File: src/rtl/fetch_decode_queue.sv
// rtl/fetch_decode_queue.sv - fetch-to-decode instruction queue with single-cycle flush
module fetch_decode_queue #(
   parameter int          DEPTH    = 4,
   parameter int          PTR_W    = 2,
   parameter logic [31:0] NOP_WORD = 32'hD503201F
) (
   input  logic             clock,
   input  logic             reset,
   input  logic             flush,
   input  logic             in_valid,
   input  logic [31:0]      in_instruction,
   input  logic [63:0]      in_pc,
   output logic             in_ready,
   output logic             out_valid,
   output logic [31:0]      out_instruction,
   output logic [63:0]      out_pc,
   input  logic             out_ready,
   output logic [PTR_W:0]   count
);

   localparam logic [PTR_W:0]   FULL_CNT = (PTR_W+1)'(DEPTH);
   localparam logic [PTR_W-1:0] PTR_ONE  = PTR_W'(1);

   logic [95:0]      r_mem [DEPTH];
   logic [PTR_W-1:0] r_head;
   logic [PTR_W-1:0] r_tail;
   logic [PTR_W:0]   r_count;

   logic             w_enq;
   logic             w_deq;
   logic [95:0]      w_head_entry;

   // Handshake qualifiers; ready/valid come from registered count only,
   // so there is no combinational path from out_ready to in_ready.
   always_comb begin
      in_ready  = (r_count != FULL_CNT);
      out_valid = (r_count != '0);
      w_enq     = in_valid & in_ready & ~flush;
      w_deq     = out_valid & out_ready & ~flush;
   end

   // Head entry presented to decode, NOP/zero when nothing is buffered.
   always_comb begin
      w_head_entry    = r_mem[r_head];
      out_instruction = out_valid ? w_head_entry[31:0]  : NOP_WORD;
      out_pc          = out_valid ? w_head_entry[95:32] : 64'd0;
      count           = r_count;
   end

   // Entry storage; contents are don't-care until written, so no reset.
   always_ff @(posedge clock) begin
      if (w_enq) begin
         r_mem[r_tail] <= {in_pc, in_instruction};
      end
   end

   // Pointers and occupancy; flush wins over any enq/deq in the same cycle.
   always_ff @(posedge clock or negedge reset) begin
      if (!reset) begin
         r_head  <= '0;
         r_tail  <= '0;
         r_count <= '0;
      end else if (flush) begin
         r_head  <= '0;
         r_tail  <= '0;
         r_count <= '0;
      end else begin
         if (w_enq) begin
            r_tail <= r_tail + PTR_ONE;
         end
         if (w_deq) begin
            r_head <= r_head + PTR_ONE;
         end
         if (w_enq && !w_deq) begin
            r_count <= r_count + 1'b1;
         end else if (w_deq && !w_enq) begin
            r_count <= r_count - 1'b1;
         end
      end
   end

endmodule

File: config.mk
export PLATFORM = sky130hd
export DESIGN_NAME = fetch_decode_queue
export DESIGN_NICKNAME = d
export VERILOG_FILES = /design/src/rtl/fetch_decode_queue.sv
export SDC_FILE = /design/constraint.sdc
export NUM_CORES = 1
export LEC_CHECK = 0
export BUFFER_PORTS_ARGS = -buffer_cell sky130_fd_sc_hd__buf_2
export CORE_UTILIZATION = 50
export CTS_CLUSTER_DIAMETER = 150
export DETAILED_ROUTE_END_ITERATION = 10
export GPL_TIMING_DRIVEN = 0
export PLACE_DENSITY_LB_ADDON = 0.12
export SLEW_MARGIN = 20
export SYNTH_ARGS = -nofsm -noshare
export SYNTH_HDL_FRONTEND = slang
export SYNTH_SLANG_ARGS = --single-unit
File: constraint.sdc
create_clock -name clock -period 5.2 [get_ports clock]
set_input_delay 0.26 -clock clock [delete_from_list [all_inputs] [get_ports clock]]
set_output_delay 0.26 -clock clock [all_outputs]
set_load 0.02 [all_outputs]
==> results of run 1 <==
[per-layer routing]
layer	vias up	part of all wire
li1	3429	-
met1	3872	0.41
met2	208	0.52
met3	35	0.056
met4	0	0.015
met5	-	0
[layout make-up]
class	instances	area, sq um
plain buffers	37	204
clock buffers	56	1120
multi-input cells	235	3100
flip-flops and latches	391	11700
clock inverters	13	56.3
fillers	2160	10800
repair buffers	303	2150
inverters	8	30.0
well taps	390	488
[state kept, by name, summed over array words and instances (netlist names)]
| name | cells |
|---|---|
| r_mem | 384 |
| count | 3 |
| r_head | 2 |
| r_tail | 2 |
[where the power goes]
group / total, uW / switching [uW] / internal [uW]
logic: 2760 / 1590 / 1160
registers: 3680 / 41.3 / 3630
clock network: 2570 / 1070 / 1500
[worst max-delay path, cell delays in order, from the launching register on]
cell and delay [ns]:
sky130_fd_sc_hd__dfrtp_1 0.38, sky130_fd_sc_hd__clkbuf_1 0.21, sky130_fd_sc_hd__nor3_2 0.44, sky130_fd_sc_hd__inv_1 0.15
sky130_fd_sc_hd__buf_2 0.27, sky130_fd_sc_hd__clkbuf_1 0.27, sky130_fd_sc_hd__and2_1 0.22, sky130_fd_sc_hd__buf_2 0.16
[synth_stat cells]
library cell,instances
sky130_fd_sc_hd__nand3_1,2
sky130_fd_sc_hd__o31ai_1,1
sky130_fd_sc_hd__inv_1,8
sky130_fd_sc_hd__o21ai_0,3
sky130_fd_sc_hd__nor3_1,1
sky130_fd_sc_hd__nor3b_1,1
sky130_fd_sc_hd__buf_6,3
sky130_fd_sc_hd__or2_1,12
sky130_fd_sc_hd__nor2_1,9
sky130_fd_sc_hd__clkbuf_1,19
sky130_fd_sc_hd__buf_12,1
sky130_fd_sc_hd__a31o_2,1
sky130_fd_sc_hd__mux2i_1,1
sky130_fd_sc_hd__edfxtp_1,384
sky130_fd_sc_hd__a221oi_2,1
sky130_fd_sc_hd__mux2_2,2
sky130_fd_sc_hd__o21a_1,1
sky130_fd_sc_hd__or2_2,1
sky130_fd_sc_hd__a311oi_1,1
sky130_fd_sc_hd__o311ai_0,1
sky130_fd_sc_hd__a21oi_1,2
sky130_fd_sc_hd__a21o_1,1
sky130_fd_sc_hd__buf_2,12
sky130_fd_sc_hd__mux4_2,96
sky130_fd_sc_hd__dfrtp_1,7
sky130_fd_sc_hd__and2_1,88
sky130_fd_sc_hd__ha_1,4
sky130_fd_sc_hd__nor3_2,1
sky130_fd_sc_hd__and3b_1,1
sky130_fd_sc_hd__a211oi_1,1
sky130_fd_sc_hd__xor2_1,2
sky130_fd_sc_hd__buf_1,1
sky130_fd_sc_hd__buf_8,1
sky130_fd_sc_hd__fa_1,1
[worst max path at each step]
| stage | from | end | cells past startpoint | slack, ns |
|---|---|---|---|---|
| 2_1_floorplan | count[0]$_DFFE_PN0P_ | r_mem[0][0]$_DFFE_PP_ | 4 | 1.37 |
| 3_3_place_gp | count[0]$_DFFE_PN0P_ | r_mem[0][64]$_DFFE_PP_ | 4 | -0.45 |
| 3_5_place_dp | count[1]$_DFFE_PN0P_ | count[2]$_DFFE_PN0P_ | 8 | 2.66 |
| 4_1_cts | count[1]$_DFFE_PN0P_ | out_pc[10] | 7 | 2.22 |
| 5_1_grt | count[1]$_DFFE_PN0P_ | out_pc[10] | 7 | 2.16 |
| 6_report | count[0]$_DFFE_PN0P_ | out_pc[10] | 7 | 2.29 |
[kinds of logic (layout without fill, tap and decap cells)]
kind of cell             after synthesis  after routing  synth area share
flip-flops                           391            391             0.779
AND/OR/NAND/NOR                      116            116            0.0470
buffers and inverters                 45            417            0.0156
multiplexers                          99             99             0.146
XOR/XNOR                               2              2           0.00117
adder cells (fa/ha/maj)                5              5           0.00466
AO/OA/AOI/OAI                         13             13           0.00641
[through the flow]
step                setup WS (ns)  setup TNS [ns]   util  cells  area [sq um]
finish                       2.29               0  0.636   1433         18900
global route                 2.16               0  0.636   1433         18900
global placement           -0.450         -161.16  0.557   1259         16500
floorplan                    1.37               0      -    671         15000
detailed placement           2.66               0  0.564   1267         16700
CTS                          2.22               0  0.636   1433         18900
==> metrics.json, run 1 <==
{
  "outcome": {
    "status": "finished clean"
  },
  "clocking": {
    "clk_pin_slew_ns": 0.06,
    "cts_buf_count": 41,
    "cts_tree": "yes",
    "cts-hold-fix-buffers": 97,
    "post_cts_resized": 0,
    "cts_root_buffer": "sky130_fd_sc_hd__clkbuf_16",
    "cts_max_path_buffers": 3,
    "post-cts-setup-buffers": 0,
    "htreeDepth": 2,
    "worstSkewPairLatency_ns": 0.52,
    "clock_sink_count": 391
  },
  "pwr": {
    "leakagePower_uw": 0.00651,
    "max-vdd-ir-drop_uv": 271,
    "power.total_uw": 9000,
    "power.density_nw_per_um2": 477
  },
  "layout": {
    "layout-area-overhead-vs-synth_pct": 25.5,
    "most-common-layout-cells": "sky130_fd_sc_hd__edfxtp_1 (384), sky130_fd_sc_hd__buf_2 (210), sky130_fd_sc_hd__dlygate4sd3_1 (97)",
    "layout-drive-gt1-share": 0.362,
    "final_nets": 1123,
    "antennaDiodeCount": 0,
    "final_common_cell": "sky130_fd_sc_hd__edfxtp_1"
  },
  "worst_hold_path": {
    "hp-class": "primary input to asynchronous set/reset pin"
  },
  "die": {
    "floorplan.die_area_sq_um": 30700,
    "top_level_ports": 202,
    "placeableCoreArea_sq_um": 29600,
    "initial_utilization": 0.507,
    "die_height_microns": 175,
    "floorplan.die.width_microns": 175,
    "core.rowCount": 63
  },
  "setup_path": {
    "timing.reg2reg.worst_path_depth": 8,
    "r2r_start": "count[0]$_DFFE_PN0P_",
    "timing.rr.end": "count[2]$_DFFE_PN0P_",
    "crit_required_ns": 4.94,
    "setup.reg_to_reg.worst_slack_ns": 2.59,
    "critPathLaunchType": "flip-flop",
    "timing.critical_path.fanout_max": 10,
    "cp.arrival_ns": 2.65,
    "criticalPathCategory": "flip-flop to output port",
    "end_kind": "output port"
  },
  "global_routing": {
    "grt_pass1_vias": 8194,
    "grtUsageMet1": 0.247,
    "antenna_found_initial": 1,
    "groute.layer.met2.usage": 0.346,
    "top_usage_layer": "met2",
    "grt.total_usage": 0.194,
    "global_route.overflow_total": 0,
    "grt_max_degree": 46,
    "grt_pass1_wl_microns": 45000,
    "globalRouteMet3Util": 0.0370
  },
  "synth": {
    "fraction_of_synthesized_cell_area_taken_by_the_top_area_cell_type": 0.767,
    "synthesis.instances": 671,
    "synthTopCellsByArea": "sky130_fd_sc_hd__edfxtp_1 (77%), sky130_fd_sc_hd__mux4_2 (14%), sky130_fd_sc_hd__and2_1 (3.7%)",
    "synth_warnings": 0,
    "syn_area_per_cell_sq_um": 22.4,
    "synth-seq-cells": 391,
    "netlist_cell_types": 34,
    "synth_nets": 777,
    "mappedNetlistArea_sq_um": 15000,
    "synth-seq-area-share": 0.779,
    "synth.largest_area_cell": "sky130_fd_sc_hd__edfxtp_1"
  },
  "drt": {
    "detailroute.via_count": 7544,
    "vias_per_cell": 5.26,
    "drtIter0Drc": 391,
    "antenna_left": 0,
    "drt_first_pass_iters": 4,
    "drc_errors": 0,
    "drt-wirelength-per-cell_microns": 20.4,
    "finalWirelength_microns": 29200
  },
  "sta": {
    "timing.fmax_mhz": 344,
    "timing.final.max_slew_violations": 0,
    "finalHoldWorstSlack_ns": 0.103,
    "timing.max_slew.rel_slack": 0.561,
    "period_needed_ns": 2.91,
    "final_min_period_over_clock_period": 0.559,
    "finalSetupViolCount": 0,
    "grt_setup_unrepaired": "no",
    "hold_viol_final": 0,
    "max_slew.worst_pin.slew_ns": 0.659,
    "final.setup_skew_ns": 0.0218
  },
  "place": {
    "numPortBuffers": 198,
    "hpwlAfterDp_microns": 17900,
    "weighted_congestion_at_the_end_of_routability_driven_global_placement": 0.761
  },
  "job": {
    "max_cap_viol_count": 0
  }
}
Note: power is estimated with default switching activity, not from simulation.
==> run 2: changes to the inputs <==
clock period = 2.8 ns   (was 5.2 ns; I/O delays follow)
==> run 2 against run 1 <==
Effect of this change: critical path depth unchanged; global-route usage rose by 0.41 points; first-iteration DRC count is 8.2% lower; setup slack worse by 2.1 ns; power rose by 88%; sequential share of layout area down 0.38 points; register-to-register slack worse by 2.3 ns; flip-flop and latch count unchanged; combinational power grew 88%; core utilization is 0.40 points higher; die area unchanged; final area grew 0.62%; critical endpoint is now out_pc[28]; largest power group unchanged.
==> metrics.json, run 2 (synthesis results as in run 1) <==
{
  "clocking": {
    "cts_tree": "yes",
    "cts_root_buffer": "sky130_fd_sc_hd__clkbuf_16",
    "clock_sink_count": {"value": 391, "change": "unchanged"},
    "post-cts-setup-buffers": {"value": 0, "change": "unchanged"},
    "clk_pin_slew": {"value": 0.06, "unit": "ns", "change": "about the same"},
    "htreeDepth": {"value": 2, "change": "unchanged"},
    "cts_buf_count": {"value": 40, "change": "-2.4%"},
    "worstSkewPairLatency": {"value": 0.52, "unit": "ns", "change": "about the same"},
    "cts_max_path_buffers": {"value": 3, "change": "unchanged"}
  },
  "sta": {
    "grt_setup_unrepaired": "no",
    "max_slew.worst_pin.slew": {"value": 0.691, "unit": "ns", "change": "+0.0324 ns"},
    "timing.fmax_mhz": 385,
    "timing.max_slew.rel_slack": {"value": 0.539, "change": "-0.0216"},
    "timing.final.max_slew_violations": {"value": 0, "change": "unchanged"},
    "finalHoldWorstSlack": {"value": 0.0639, "unit": "ns", "change": "-0.0395 ns"},
    "setup-tns-final": {"value": 0, "unit": "ns", "change": "unchanged"},
    "final_min_period_over_clock_period": 0.928,
    "finalSetupViolCount": {"value": 0, "change": "unchanged"},
    "hold_viol_final": {"value": 0, "change": "unchanged"},
    "final.setup_skew": {"value": 0.00775, "unit": "ns", "change": "-0.0140 ns"},
    "period_needed_ns": 2.60
  },
  "layout": {
    "most-common-layout-cells": "sky130_fd_sc_hd__edfxtp_1 (384), sky130_fd_sc_hd__buf_2 (210), sky130_fd_sc_hd__dlygate4sd3_1 (99)",
    "final_nets": {"value": 1125, "change": "+0.18%"},
    "layout.cell_area.non_filler": {"value": 19000, "unit": "sq um", "change": "+0.62%"},
    "layout.filler_cells": {"value": 2112, "change": "-2.2%"},
    "utilization_after_layout": {"value": 0.640, "change": "+0.00397"},
    "regMostFlops": "r_mem",
    "largest_register_ffs": {"value": 384, "change": "unchanged"},
    "final_common_cell": "sky130_fd_sc_hd__edfxtp_1",
    "antennaDiodeCount": {"value": 0, "change": "unchanged"},
    "layout-area-overhead-vs-synth_pct": 26.3,
    "layout-drive-gt1-share": {"value": 0.370, "change": "+0.00746"}
  },
  "die": {
    "initial_utilization": {"value": 0.507, "change": "unchanged"},
    "die_height": {"value": 175, "unit": "microns", "change": "unchanged"},
    "core.rowCount": {"value": 63, "change": "unchanged"},
    "placeableCoreArea": {"value": 29600, "unit": "sq um", "change": "unchanged"},
    "floorplan.die.width": {"value": 175, "unit": "microns", "change": "unchanged"},
    "top_level_ports": {"value": 202, "change": "unchanged"},
    "floorplan.die_area": {"value": 30700, "unit": "sq um", "change": "unchanged"}
  },
  "setup_path": {
    "timing.critical_path.fanout_max": {"value": 10, "change": "unchanged"},
    "end_kind": "output port",
    "cp.arrival": {"value": 2.46, "unit": "ns", "change": "-0.19 ns"},
    "r2r_start": "count[1]$_DFFE_PN0P_",
    "critPathLaunchType": "flip-flop",
    "crit_path_start": "count[1]$_DFFE_PN0P_",
    "criticalPathCategory": "flip-flop to output port",
    "crit_required": {"value": 2.66, "unit": "ns", "change": "-2.28 ns"}
  },
  "outcome": {
    "status": "finished clean"
  },
  "pwr": {
    "power.density": {"value": 891, "unit": "nW/um^2", "change": "+87%"},
    "max-vdd-ir-drop": {"value": 566, "unit": "uV", "change": "+110%"},
    "leakagePower": {"value": 0.00658, "unit": "uW", "change": "+1.1%"}
  },
  "drt": {
    "vias_per_cell": {"value": 5.26, "change": "about the same"},
    "drc_errors": {"value": 0, "change": "unchanged"},
    "detailroute.via_count": {"value": 7575, "change": "+0.41%"},
    "drt-wirelength-per-cell": {"value": 20.6, "unit": "microns", "change": "+1.3%"},
    "drt_first_pass_iters": {"value": 5, "change": "+1"},
    "finalWirelength": {"value": 29700, "unit": "microns", "change": "+1.7%"},
    "antenna_left": {"value": 0, "change": "unchanged"},
    "drtIter0Drc": {"value": 359, "change": "-8.2%"}
  },
  "place": {
    "weighted_congestion_at_the_end_of_routability_driven_global_placement": {"value": 0.728, "change": "-4.3%"},
    "postPlaceCellArea": {"value": 16700, "unit": "sq um", "change": "+0.13%"},
    "hpwlAfterDp": {"value": 18300, "unit": "microns", "change": "+2.4%"},
    "numPortBuffers": {"value": 198, "change": "unchanged"}
  },
  "global_routing": {
    "antenna_found_initial": {"value": 0, "change": "-1"},
    "global_route.overflow_total": {"value": 0, "change": "unchanged"},
    "grt_pass1_vias": {"value": 8335, "change": "+1.7%"},
    "grt_pass1_wl": {"value": 46100, "unit": "microns", "change": "+2.5%"},
    "grt.total_usage": {"value": 0.199, "change": "+0.00414"},
    "grt_max_degree": {"value": 47, "change": "+2.2%"}
  },
  "worst_hold_path": {
    "timing.hold.worst.start": "flush",
    "hp-class": "primary input to flip-flop"
  },
  "job": {
    "max_cap_viol_count": {"value": 0, "change": "unchanged"}
  }
}
-- run 2: changes by cell type in the layout (fill, tap and decap cells not counted), moves of 2 or more --
cell / before / now
sky130_fd_sc_hd__buf_12: 5 / 2
sky130_fd_sc_hd__nor3_4: 0 / 2
sky130_fd_sc_hd__dlygate4sd3_1: 97 / 99
sky130_fd_sc_hd__clkbuf_2: 0 / 6
sky130_fd_sc_hd__clkinv_1: 9 / 12
sky130_fd_sc_hd__and2_2: 0 / 2
sky130_fd_sc_hd__clkbuf_1: 30 / 23
sky130_fd_sc_hd__buf_16: 4 / 7
-- run 2: path summary, 6_finish.rpt --
kind / endpoint / slack (ns) / cells after the start
worst min register to register: r_tail[0]$_DFFE_PN0P_ / 0.60 / 2
worst max-delay path: out_pc[28] / 0.20 / 7
max in group asynchronous: r_tail[1]$_DFFE_PN0P_ / 1.96 / 3
worst min-delay path: r_head[0]$_DFFE_PN0P_ / 0.06 / 2
worst max register to register: r_mem[1][64]$_DFFE_PP_ / 0.24 / 6
min in group asynchronous: count[1]$_DFFE_PN0P_ / 0.58 / 3
-- run 2: critical path, stage by stage, from the launching register on --
cell	delay (ns)
sky130_fd_sc_hd__dfrtp_1	0.38
sky130_fd_sc_hd__clkbuf_1	0.22
sky130_fd_sc_hd__nor3_4	0.35
sky130_fd_sc_hd__inv_1	0.14
sky130_fd_sc_hd__buf_2	0.26
sky130_fd_sc_hd__clkbuf_2	0.24
sky130_fd_sc_hd__and2_1	0.19
sky130_fd_sc_hd__buf_2	0.16
-- run 2: where the power goes --
| group | total, uW | switching (uW) | internal [uW] |
|---|---|---|---|
| clock network | 4880 | 2010 | 2870 |
| registers | 6840 | 95.8 | 6750 |
| logic | 5180 | 2980 | 2190 |
| total | 16900 | 5090 | 11800 |
-- run 2: layout make-up --
class                      instances  area (sq um)  area share
buffer                            36           208      0.0109
multi-input combinational        237          3130       0.165
inverter                           8          30.0     0.00158
clock buffer                      56          1120      0.0592
sequential                       391         11700       0.617
clock inverter                    16          90.1     0.00475
timing repair buffer             305          2190       0.116
tap                              390           488      0.0257
-- run 2: what timing repair did --
action / in CTS / in global routing
hold buffers: 99 / 0
gates cloned: 0 / 2
pin swaps: 0 / 2
endpoints found under the hold margin: 392 / 0
gates resized for setup: 1 / 15
setup endpoints to repair: 2 / 107
-- run 2: metal layers --
metal,GRT usage,wire length [microns],share of wire,vias up
met1,0.256,12100,0.41,3897
li1,-,-,-,3441
met3,0.0346,1360,0.046,48
met4,0.0609,640,0.022,0
met2,0.345,15600,0.53,189
met5,0,0,0,-
-- run 2: per-stage QoR --
step                instances  worst slack (ns)  power, uW
floorplan                 671            0.0216      10400
global placement         1259            -0.929      12000
detailed placement       1267            0.0221      12100
CTS                      1438          -0.00448      17100
global route             1439           0.00987      17700
finish                   1439             0.202      16900
==> run 3: changes to the inputs <==
ABC_AREA = 1   (was unset)
MAX_ROUTING_LAYER = met4   (was unset)
==> run 3 against run 2 <==
Effect of this change: die area grew 1.6%; setup slack lost 0.057 ns; sequential power grew 1%; hold slack gained 0.30 ns; sequential share of layout area shrank 1.9 points; register-to-register slack gained 0.29 ns; maximum frequency shrank 2.2%; final area grew 3.3%; clock power grew 5.7%; flip-flop and latch count is the same; largest cell class unchanged.
==> metrics.json, run 3 <==
{
  "global_routing": {
    "global_route.overflow_total": {"value": 0, "change": "unchanged"},
    "antenna_found_initial": {"value": 1, "change": "+1"},
    "grt_pass1_wl": {"value": 56200, "unit": "microns", "change": "+22%"},
    "grt.total_usage": {"value": 0.246, "change": "+0.0471"},
    "grt_max_degree": {"value": 24, "change": "-49%"},
    "grt_pass1_vias": {"value": 10300, "change": "+24%"}
  },
  "pwr": {
    "power.total": {"value": 18500, "unit": "uW", "change": "+9.1%"},
    "power_share_of_the_combinational_group": {"value": 0.345, "change": "+0.039"},
    "internal_portion_of_total_power": {"value": 11700, "unit": "uW", "change": "-0.66%"},
    "leakagePower": {"value": 0.00721, "unit": "uW", "change": "+9.5%"},
    "max-vdd-ir-drop": {"value": 630, "unit": "uV", "change": "+11%"},
    "power.density": {"value": 942, "unit": "nW/um^2", "change": "+5.7%"},
    "p_switching": {"value": 6720, "unit": "uW", "change": "+32%"},
    "swShare": {"value": 0.364, "change": "+0.0628"},
    "clock_group_share_of_total_power": {"value": 0.279, "change": "-0.010"},
    "seqPwrFrac": {"value": 0.376, "change": "-0.029"}
  },
  "layout": {
    "layout-area-overhead-vs-synth_pct": 28.3,
    "regMostFlops": "r_mem",
    "final_cells": {"value": 1973, "change": "+37%"},
    "final_nets": {"value": 1656, "change": "+47%"},
    "largest_register_ffs": {"value": 384, "change": "unchanged"},
    "most-common-layout-cells": "sky130_fd_sc_hd__nor2_1 (384), sky130_fd_sc_hd__edfxtp_1 (384), sky130_fd_sc_hd__buf_2 (219)",
    "layout-drive-gt1-share": {"value": 0.214, "change": "-0.156"}
  },
  "synth": {
    "synth-seq-area-share": {"value": 0.766, "change": "-0.0128"},
    "ys_dominant_reg_cell": "sky130_fd_sc_hd__edfxtp_1",
    "synth-seq-cells": {"value": 391, "change": "unchanged"},
    "synth_commonest_cells": "sky130_fd_sc_hd__nor2_1 (389), sky130_fd_sc_hd__edfxtp_1 (384), sky130_fd_sc_hd__o21ai_0 (179), sky130_fd_sc_hd__a21oi_1 (87)",
    "synth.largest_area_cell": "sky130_fd_sc_hd__edfxtp_1",
    "synthMostInstantiatedCell": "sky130_fd_sc_hd__nor2_1",
    "share_of_flip_flops_with_an_asynchronous_set_or_reset": {"value": 0.0179, "change": "unchanged"},
    "fraction_of_synthesized_cell_area_taken_by_the_top_area_cell_type": {"value": 0.755, "change": "-0.0126"},
    "edff_count_synth": {"value": 384, "change": "unchanged"},
    "syn_area_per_cell": {"value": 12.9, "unit": "sq um", "change": "-42%"},
    "synthesis.instances": {"value": 1184, "change": "+76%"},
    "mappedNetlistArea": {"value": 15300, "unit": "sq um", "change": "+1.7%"},
    "synth_nets": {"value": 1290, "change": "+66%"},
    "synth_warnings": {"value": 0, "change": "unchanged"},
    "synthTopCellsByArea": "sky130_fd_sc_hd__edfxtp_1 (75%), sky130_fd_sc_hd__nor2_1 (9.6%), sky130_fd_sc_hd__o21ai_0 (5.9%)",
    "netlist_cell_types": {"value": 24, "change": "-29%"}
  },
  "sta": {
    "max_slew.worst_pin.slew": {"value": 0.664, "unit": "ns", "change": "-0.0273 ns"},
    "final.setup.worst_slack": {"value": 0.145, "unit": "ns", "change": "-0.0571 ns"},
    "timing.max_slew.rel_slack": {"value": 0.556, "change": "+0.0171"},
    "grt_setup_unrepaired": "no",
    "final_min_period_over_clock_period": {"value": 0.948, "change": "+0.0204"},
    "finalSetupViolCount": {"value": 0, "change": "unchanged"},
    "final.setup_skew": {"value": 0.0111, "unit": "ns", "change": "+0.00334 ns"},
    "hold_viol_final": {"value": 0, "change": "unchanged"},
    "timing.fmax": {"value": 377, "unit": "MHz", "change": "-2.2%"},
    "period_needed": {"value": 2.66, "unit": "ns", "change": "+0.0571 ns"},
    "timing.final.max_slew_violations": {"value": 0, "change": "unchanged"}
  },
  "place": {
    "hpwlAfterDp": {"value": 22900, "unit": "microns", "change": "+25%"},
    "cell_count_after_placement": {"value": 1794, "change": "+42%"},
    "detailedPlace.worstSlack": {"value": 0.495, "unit": "ns", "change": "+0.473 ns"},
    "weighted_congestion_at_the_end_of_routability_driven_global_placement": {"value": 0.812, "change": "+12%"},
    "numPortBuffers": {"value": 201, "change": "+1.5%"}
  },
  "clocking": {
    "cts_root_buffer": "sky130_fd_sc_hd__clkbuf_16",
    "clk_pin_slew": {"value": 0.06, "unit": "ns", "change": "about the same"},
    "htreeDepth": {"value": 2, "change": "unchanged"},
    "clock_sink_count": {"value": 391, "change": "unchanged"},
    "cts_max_path_buffers": {"value": 3, "change": "unchanged"},
    "post-cts-setup-buffers": {"value": 0, "change": "unchanged"},
    "cts_tree": "yes",
    "worstSkewPairLatency": {"value": 0.53, "unit": "ns", "change": "about the same"},
    "cts_buf_count": {"value": 42, "change": "+5.0%"}
  },
  "worst_hold_path": {
    "hp-class": "primary input to flip-flop",
    "timing.hold.worst.start": "in_pc[46]"
  },
  "setup_path": {
    "critPathLaunchType": "flip-flop",
    "timing.critical_path.fanout_max": {"value": 10, "change": "unchanged"},
    "end_kind": "output port",
    "crit_path_start": "r_head[0]$_DFFE_PN0P_",
    "criticalPathCategory": "flip-flop to output port",
    "r2r_start": "count[2]$_DFFE_PN0P_",
    "cp.arrival": {"value": 2.52, "unit": "ns", "change": "+0.06 ns"},
    "crit_required": {"value": 2.66, "unit": "ns", "change": "about the same"}
  },
  "outcome": {
    "status": "finished clean"
  },
  "die": {
    "placeableCoreArea": {"value": 29900, "unit": "sq um", "change": "+0.80%"},
    "floorplan.die.width": {"value": 177, "unit": "microns", "change": "+0.82%"},
    "die_height": {"value": 177, "unit": "microns", "change": "+0.82%"},
    "core.rowCount": {"value": 63, "change": "unchanged"},
    "top_level_ports": {"value": 202, "change": "unchanged"},
    "initial_utilization": {"value": 0.511, "change": "+0.00436"},
    "floorplan.die_area": {"value": 31300, "unit": "sq um", "change": "+1.6%"}
  },
  "drt": {
    "antenna_left": {"value": 0, "change": "unchanged"},
    "drt_first_pass_iters": {"value": 5, "change": "unchanged"},
    "drc_errors": {"value": 0, "change": "unchanged"},
    "drt-wirelength-per-cell": {"value": 18.7, "unit": "microns", "change": "-9.2%"},
    "finalWirelength": {"value": 37000, "unit": "microns", "change": "+24%"},
    "drtIter0Drc": {"value": 766, "change": "+110%"},
    "vias_per_cell": {"value": 5.23, "change": "-0.61%"},
    "detailroute.via_count": {"value": 10300, "change": "+36%"}
  },
  "job": {
    "max_cap_viol_count": {"value": 0, "change": "unchanged"}
  }
}
## run 3: cell count changes in the layout (fill, tap and decap cells not counted), moves of 7 or more
cell | previous run | this run
sky130_fd_sc_hd__a21oi_1 | 2 | 87
sky130_fd_sc_hd__buf_4 | 0 | 23
sky130_fd_sc_hd__clkbuf_1 | 23 | 30
sky130_fd_sc_hd__nand2_1 | 0 | 14
sky130_fd_sc_hd__inv_1 | 8 | 15
sky130_fd_sc_hd__o21ai_0 | 3 | 179
sky130_fd_sc_hd__buf_12 | 2 | 10
sky130_fd_sc_hd__buf_1 | 1 | 9
sky130_fd_sc_hd__nor2_1 | 9 | 384
sky130_fd_sc_hd__or2_1 | 12 | 0
sky130_fd_sc_hd__o311ai_1 | 0 | 10
sky130_fd_sc_hd__and2_1 | 84 | 0
sky130_fd_sc_hd__mux4_2 | 96 | 0
sky130_fd_sc_hd__buf_2 | 210 | 219
## run 3: cell families after synthesis
group / Yosys count / share of synthesized area
AND/OR/NAND/NOR: 413 / 0.103
flip-flops: 391 / 0.766
AO/OA/AOI/OAI: 283 / 0.0962
adder cells (fa/ha/maj): 5 / 0.00459
XOR/XNOR: 1 / 0.000573
buffers and inverters: 91 / 0.0295
## run 3: power by group through the flow
| stage | Clock, uW | Sequential, uW | Combinational (uW) |
|---|---|---|---|
| 5_1_grt | 5450 | 6960 | 6900 |
| 6_report | 5160 | 6930 | 6360 |
| 3_3_place_gp | 0 | 7080 | 6080 |
| 2_1_floorplan | 0 | 7070 | 3800 |
| 4_1_cts | 5240 | 6930 | 6400 |
| 3_5_place_dp | 0 | 7050 | 6250 |
## run 3: area by class of cell
class / instances / area, sq um
Inverter: 18 / 70.1
Multi-Input combinational cell: 702 / 3180
Fill cell: 2249 / 10300
Tap cell: 390 / 488
Antenna cell: 1 / 2.50
Clock inverter: 22 / 129
Sequential cell: 391 / 11700
Buffer: 73 / 385
Timing Repair Buffer: 322 / 2470
Clock buffer: 54 / 1160
## run 3: critical path, stage by stage, from the launching register on
cell and delay [ns]:
sky130_fd_sc_hd__dfrtp_1 0.45, sky130_fd_sc_hd__inv_2 0.11, sky130_fd_sc_hd__buf_2 0.33, sky130_fd_sc_hd__clkbuf_1 0.44, sky130_fd_sc_hd__o21ai_0 0.19, sky130_fd_sc_hd__a21oi_1 0.25, sky130_fd_sc_hd__buf_2 0.21
## run 3: timing repair
action | CTS | global route
hold endpoints to repair | 397 | 0
setup endpoints to repair | 0 | 3
hold buffers | 102 | 0
resized for setup | 0 | 4
## run 3: worst paths after layout
kind,end,slack (ns),depth (start not counted)
min in group asynchronous,count[0]$_DFFE_PN0P_,0.59,3
min reg2reg,count[0]$_DFFE_PN0P_,0.59,2
max,out_pc[26],0.14,6
max reg2reg,r_mem[2][54]$_DFFE_PP_,0.53,8
max in group asynchronous,count[2]$_DFFE_PN0P_,1.93,3
min,r_mem[0][78]$_DFFE_PP_,0.36,2
## run 3: per-stage QoR
| step | hold slack [ns] | area (sq um) | setup TNS, ns | utilization |
|---|---|---|---|---|
| 3_3_place_gp | -0.00674 | 16800 | -379.17 | 0.563 |
| 5_1_grt | 0.355 | 19600 | 0 | 0.656 |
| 3_5_place_dp | -0.00583 | 17300 | 0 | 0.578 |
| 4_1_cts | 0.338 | 19600 | 0 | 0.656 |
| 2_1_floorplan | -0.156 | 15300 | 0 | - |
| 6_report | 0.362 | 19600 | 0 | 0.656 |
## run 3: per-layer routing
metal	track usage	wire (microns)
met1	0.316	15700
met2	0.407	18400
met3	0.0357	2150
met4	0.0729	722
met5	-	0
